## src/rtl/stopwatch_counter.sv

```systemverilog
// BCD MM:SS stopwatch driven by quarter-second ticks from the divider square wave.
// Supports run/pause and a blinking per-field adjust mode.
module stopwatch_counter (
    input  logic       src_clk,
    input  logic       src_rst,
    input  logic       four_hz_in,
    input  logic       pause_pulse,
    input  logic       adj,
    input  logic       sel,
    output logic [3:0] min_tens,
    output logic [3:0] min_ones,
    output logic [3:0] sec_tens,
    output logic [3:0] sec_ones,
    output logic [3:0] digit_blank,
    output logic       tick_1hz
);

    logic       prev_q, prev_d;
    logic [1:0] q_q, q_d;
    logic       paused_q, paused_d;
    logic       blink_q, blink_d;
    logic [7:0] min_q, min_d;
    logic [7:0] sec_q, sec_d;
    logic [3:0] blank_q, blank_d;
    logic       tick_q, tick_d;

    logic       qtick;
    logic       count_en;
    logic       adj_en;
    logic [7:0] sec_inc;
    logic [7:0] min_inc;

    // Two-digit BCD increment that wraps 59 -> 00.
    function automatic logic [7:0] bcd_inc(input logic [7:0] v);
        logic [7:0] r;
        if (v[3:0] == 4'd9) begin
            if (v[7:4] == 4'd5) r = 8'h00;
            else                r = {v[7:4] + 4'd1, 4'd0};
        end else begin
            r = {v[7:4], v[3:0] + 4'd1};
        end
        return r;
    endfunction

    always_comb begin
        qtick    = four_hz_in & ~prev_q;
        sec_inc  = bcd_inc(sec_q);
        min_inc  = bcd_inc(min_q);
        count_en = ~adj & ~paused_q & qtick & (q_q == 2'd3);
        adj_en   = adj & qtick & q_q[0];

        prev_d   = four_hz_in;
        q_d      = qtick ? q_q + 2'd1 : q_q;
        paused_d = (~adj & pause_pulse) ? ~paused_q : paused_q;
        blink_d  = adj ? (blink_q ^ qtick) : 1'b0;
        min_d    = min_q;
        sec_d    = sec_q;
        tick_d   = 1'b0;

        // Counting decision uses paused_q, i.e. the state before any toggle.
        if (count_en) begin
            sec_d  = sec_inc;
            tick_d = 1'b1;
            if (sec_q == 8'h59) min_d = min_inc;
        end

        if (adj_en) begin
            if (sel) sec_d = sec_inc;
            else     min_d = min_inc;
        end

        blank_d = 4'b0000;
        if (adj & blink_d) blank_d = sel ? 4'b0011 : 4'b1100;
    end

    always_ff @(posedge src_clk) begin
        if (src_rst) begin
            prev_q   <= 1'b0;
            q_q      <= 2'd0;
            paused_q <= 1'b0;
            blink_q  <= 1'b0;
            min_q    <= 8'h00;
            sec_q    <= 8'h00;
            blank_q  <= 4'b0000;
            tick_q   <= 1'b0;
        end else begin
            prev_q   <= prev_d;
            q_q      <= q_d;
            paused_q <= paused_d;
            blink_q  <= blink_d;
            min_q    <= min_d;
            sec_q    <= sec_d;
            blank_q  <= blank_d;
            tick_q   <= tick_d;
        end
    end

    assign min_tens    = min_q[7:4];
    assign min_ones    = min_q[3:0];
    assign sec_tens    = sec_q[7:4];
    assign sec_ones    = sec_q[3:0];
    assign digit_blank = blank_q;
    assign tick_1hz    = tick_q;

endmodule
```

## config.mk

```make
export PLATFORM = sky130hd
export DESIGN_NAME = stopwatch_counter
export DESIGN_NICKNAME = d
export VERILOG_FILES = /design/src/rtl/stopwatch_counter.sv
export SDC_FILE = /design/constraint.sdc
export NUM_CORES = 1
export LEC_CHECK = 0
export BUFFER_PORTS_ARGS = -buffer_cell sky130_fd_sc_hd__clkbuf_2
export CAP_MARGIN = 20
export CORE_MARGIN = 3
export CORE_UTILIZATION = 56
export CTS_CLUSTER_DIAMETER = 30
export DETAILED_ROUTE_END_ITERATION = 10
export GPL_ROUTABILITY_DRIVEN = 0
export GPL_TIMING_DRIVEN = 0
export PLACE_DENSITY = 0.82
export SKIP_LAST_GASP = 1
export SYNTH_ARGS = -nofsm -noshare
export SYNTH_HDL_FRONTEND = slang
export SYNTH_SLANG_ARGS = --single-unit
```

## constraint.sdc

```tcl
create_clock -name src_clk -period 3.83 [get_ports src_clk]
set_input_delay 0.1915 -clock src_clk [delete_from_list [all_inputs] [get_ports src_clk]]
set_output_delay 0.1915 -clock src_clk [all_outputs]
set_load 0.005 [all_outputs]
```

== Word level (Yosys, flattened, before mapping) ==
Cells that the tools add are included.
W data, S select, Z words.
Storage, ports and cells
  memories: 0
  latch bits: 0
  ROM bits: 0
  register bits: 26
  word-level logic and storage cells: 47
  output and inout bits: 21
  bits of input ports: 6
  bits in writable memories: 0
Operators by class
  equal/unequal tests: 6
  bitwise operators: 13
  divide/modulo/power cells: 0
  $mul: 0
  multiplexer cells: 14
  reductions and logical operators: 1
  shift-type cells: 0
  $add $sub $neg: 5
  order comparisons: 0
Operator list (number)
  $mux W8: 11
  $add A4 B1 Y4 const B: 4
  $and A1 B1 Y1: 8
  $eq A4 B3 Y1 const B: 2
  $eq A4 B4 Y1 const B: 2
  $eq A8 B7 Y1 const B: 1
  $mux W4: 1
  $not A1 Y1: 4
  $add A2 B1 Y2 const B: 1
  $eq A2 B2 Y1 const B: 1
  $mux W1: 2
  $reduce_or A2 Y1: 1
  $xor A1 B1 Y1: 1

== Logic depth before layout (Yosys ltp) ==
  depth after elaboration: 7
  depth in mapped cells: 6
  depth with buffers taken out: 5

== Worst setup path before layout ==
OpenSTA, ideal clock, no wires.
  kind: register to register
  start point: register q_q[0]
  end point: register min_q[4]
  data arrival time: 1677 ps
  setup slack: 2032 ps
  clock period less this slack: 1798 ps
  data required time: 3709 ps
  path buffers: 0
  setup time: 121 ps
  cell stages (with the launch flop): 6
  cells stage by stage: dfxtp_1 > ha_1 > nor3b_1 > nand4_1 > a211oi_2 > mux2_2
Between the ends
  word-level cells in the longest chain between the ends: 5
  elaborated cells on any way between the ends: 6
  those cells by class: eq/ne: 1; mux: 3; bitwise: 2
RTL lines
  start, declared: RTL line 19  | logic [1:0] q_q, q_d;
  start signal, assigned: RTL line 88  | q_q <= q_d;
  $eq A2 B2 Y1: RTL line 49  | count_en = ~adj & ~paused_q & qtick & (q_q == 2'd3);
  $and A1 B1 Y1: RTL line 49
  $mux W8: RTL line 61  | if (count_en) begin
  $mux W8: RTL line 68  | if (sel) sec_d = sec_inc;
  $mux W8 (*): RTL line 67  | if (adj_en) begin
  end signal, assigned: RTL line 91  | min_q <= min_d;
  end, declared: RTL line 22  | logic [7:0] min_q, min_d;
Every way passes the cells marked *; elsewhere a longest branch is shown, timed or not.
A chain may end at the register's enable or synchronous reset.

== Final worst setup path ==
Same ends and word-level chain as after synthesis.

==> impl_metrics.env <==
export IMPL_antenna_found_initial=0
export IMPL_totalPowerFinal_w=0.000473
export IMPL_min_to="digit_blank[2]$_SDFF_PP0_"
export IMPL_grt_max_degree=15
export IMPL_drc=0
export IMPL_setup_ws_ns=1.69
export IMPL_clock_fmax_ghz=0.467
export IMPL_ys_async_sr_fraction_pct=0
export IMPL_synthFlopType="dfxtp_1"
export IMPL_syn_area_per_cell_um2=8.75
export IMPL_grt_pass1_wl_mm=4.07
export IMPL_tns_ns=0
export IMPL_cts_sinks=24
export IMPL_min_path_type="input port to flop"
export IMPL_pwr_density_cell_nw_per_um2=331
export IMPL_core_area_um2=2000
export IMPL_setup_viol=0
export IMPL_r2r_start="q_q[0]$_SDFFE_PP0N_"
export IMPL_io_buffers=25
export IMPL_grt_pass1_vias=960
export IMPL_hold_buffers=0
export IMPL_initial_utilization_pct=60.7
export IMPL_p_leak_nw=0.569
export IMPL_worstSetupEndpointType="flop"
export IMPL_dp_slack_ns=1.75
export IMPL_drt_pre_antenna_iters=4
export IMPL_maxSlewViolCount=0
export IMPL_syn_to_final_growth_pct=17.4
export IMPL_critPathKind="flop to flop"
export IMPL_synth_seq_area_share_pct=39.5
export IMPL_tightest_slew_ns=0.759
export IMPL_slowest_stage="nor3b_1"
export IMPL_drt_wirelength_per_cell_um=13.0
export IMPL_drt_iter0_drc=23
export IMPL_synth_top_cell_by_area="dfxtp_1"
export IMPL_synth_distinct_cells=43
export IMPL_rrSetupSlack_ns=1.69
export IMPL_ir_drop_uv=196
export IMPL_clk_latency_ns=0.33
export IMPL_synthAdderAreaFrac_pct=1.03
export IMPL_worstPathRequired_ns=4.05
export IMPL_die_h_um=52.6
export IMPL_cpPeakStageDelay_ns=0.44
export IMPL_routed_via_density=5.58
export IMPL_tritoncts="yes"
export IMPL_drv_cap=0
export IMPL_rsz0062_at_grt="false"
export IMPL_yosys_area_share_xor_xnor_pct=2.88
export IMPL_overflow=0
export IMPL_period_share_pct=55.9
export IMPL_syn_area_um2=1220
export IMPL_nNetsFinal=176
export IMPL_worstRegToRegCells=5
export IMPL_status="finished clean"
export IMPL_vias=1089
export IMPL_postRouteWirelength_mm=2.53
export IMPL_netlist_top_cells_count="dfxtp_1 (24), nor2b_1 (13), nor2_1 (11)"
export IMPL_synth_simple_area_share_pct=33.2
export IMPL_synthMuxAreaShare_pct=4.53
export IMPL_numCtsBuffers=3
export IMPL_synth_top_family_by_area="simple AND/OR/NAND/NOR gates"
export IMPL_yosysTopAreaCellShare_pct=39.5
export IMPL_grtUsageTotal_pct=19.7
export IMPL_whs_ns=0.0758
export IMPL_post_cts_resize_count=0
export IMPL_crit_chain="ha_1 > nor3b_1 > nand4_1 > a211oi_2 > mux2_2"
export IMPL_hp_start="sel"
export IMPL_antenna_left=0
export IMPL_synth_edf_count=0
export IMPL_worstPathMaxFanout=6
export IMPL_hold_depth=2
export IMPL_cts_buffer_depth=2
export IMPL_clock_root_buffer="clkbuf_4"
export IMPL_yosys_register_bits=24
export IMPL_period_needed_ns=2.14
export IMPL_hold_viol=0
export IMPL_diodes=0
export IMPL_synth_area_top_cells="dfxtp_1 (40%), nor2b_1 (6.7%), mux2_2 (3.7%), nor2_1 (3.4%), a21oi_1 (3.3%)"
export IMPL_slew_headroom_pct=48.7
export IMPL_io_pins=27
export IMPL_place_area_um2=1380
export IMPL_clk_pin_slew_worst_paths_ns=0.14
export IMPL_finClkSkew_ns=0.0147
export IMPL_crit_arrival_ns=2.36
export IMPL_die_area_um2=2770
export IMPL_yosysMostFrequentCell="dfxtp_1"
export IMPL_r2r_end="min_q[4]$_SDFF_PP0_"
export IMPL_fp_dieW_um=52.6
export IMPL_syn_nets=146
export IMPL_post_cts_setup_buffer_count=0
export IMPL_cts_max_level=1
export IMPL_synth_compound_area_share_pct=14.3
export IMPL_hpwl_mm=1.83
export IMPL_start_kind="flop"
export IMPL_drive_gt1_share_pct=24.4
export IMPL_syn_instance_count=139
export IMPL_final_cell_area_um2=1430
export IMPL_yosys_warnings=0
export IMPL_core_rowCount=16
metrics by stage:
step,instances,util (%)
3_3_place_gp,191,68.7
6_report,195,71.3
3_5_place_dp,191,68.7
2_1_floorplan,139,-
4_1_cts,195,71.3
5_1_grt,195,71.3
layout make-up:
type                            instances  area (um2)
Timing Repair Buffer                   25         125
Fill cell                             166         574
Clock inverter                          1        30.0
Multi-Input combinational cell        103         681
Sequential cell                        24         480
Tap cell                               27        33.8
Inverter                                4        15.0
Clock buffer                            3        22.5
Buffer                                  8        40.0
state kept, by name, indices dropped and copies added, names as in the netlist:
| name | flops |
|---|---|
| paused_q | 1 |
| q_q | 2 |
| min_q | 8 |
| prev_q | 1 |
| sec_q | 8 |
| digit_blank | 2 |
| tick_1hz | 1 |
| blink_q | 1 |
cell families (layout without fill, tap and decap cells):
| group | after synthesis | in the layout |
|---|---|---|
| compound gates | 26 | 26 |
| buf+inv | 12 | 41 |
| xor+xnor | 4 | 4 |
| mux | 5 | 5 |
| fa+ha+maj | 1 | 1 |
| flops | 24 | 24 |
| simple gates | 67 | 67 |
how the worst max path moves through the flow:
stage / start / end / slack [ns]
6_report: q_q[0]$_SDFFE_PP0N_ / min_q[4]$_SDFF_PP0_ / 1.69
3_3_place_gp: q_q[0]$_SDFFE_PP0N_ / sec_q[4]$_SDFF_PP0_ / 1.79
4_1_cts: q_q[0]$_SDFFE_PP0N_ / min_q[4]$_SDFF_PP0_ / 1.71
5_1_grt: q_q[0]$_SDFFE_PP0N_ / min_q[4]$_SDFF_PP0_ / 1.50
2_1_floorplan: q_q[0]$_SDFFE_PP0N_ / min_q[4]$_SDFF_PP0_ / 2.03
3_5_place_dp: q_q[0]$_SDFFE_PP0N_ / min_q[4]$_SDFF_PP0_ / 1.75
cell usage in the layout (no fill, tap or decap), types with 5 or more instances in the layout:
| cell type | netlist | layout |
|---|---|---|
| a21oi_1 | 8 | 8 |
| clkbuf_2 | 0 | 25 |
| dfxtp_1 | 24 | 24 |
| nand2_1 | 9 | 9 |
| nand2b_1 | 5 | 5 |
| nor2_1 | 11 | 11 |
| nor2b_1 | 13 | 13 |
| o21ai_0 | 6 | 6 |
per-layer routing:
metal	track usage, %	up-vias	routed length (um)
li1	-	555	-
met1	23.2	503	1180
met2	35.3	29	1220
met4	8.09	0	15
met3	2.56	2	112
met5	0	-	0
power by group:
group,internal [W],switching [W]
Combinational,0.0000126,0.0000166
Sequential,0.000255,0.00000421
Clock,0.000106,0.0000787
Total,0.000373,0.0000995
worst max-delay path: cells and delay by family (launching register included):
family          cells  cell delay [ns]
fa+ha+maj           1             0.16
flops               1             0.43
compound gates      1             0.28
mux                 1             0.35
simple gates        2             0.82
(Power assumes the default switching activity.)
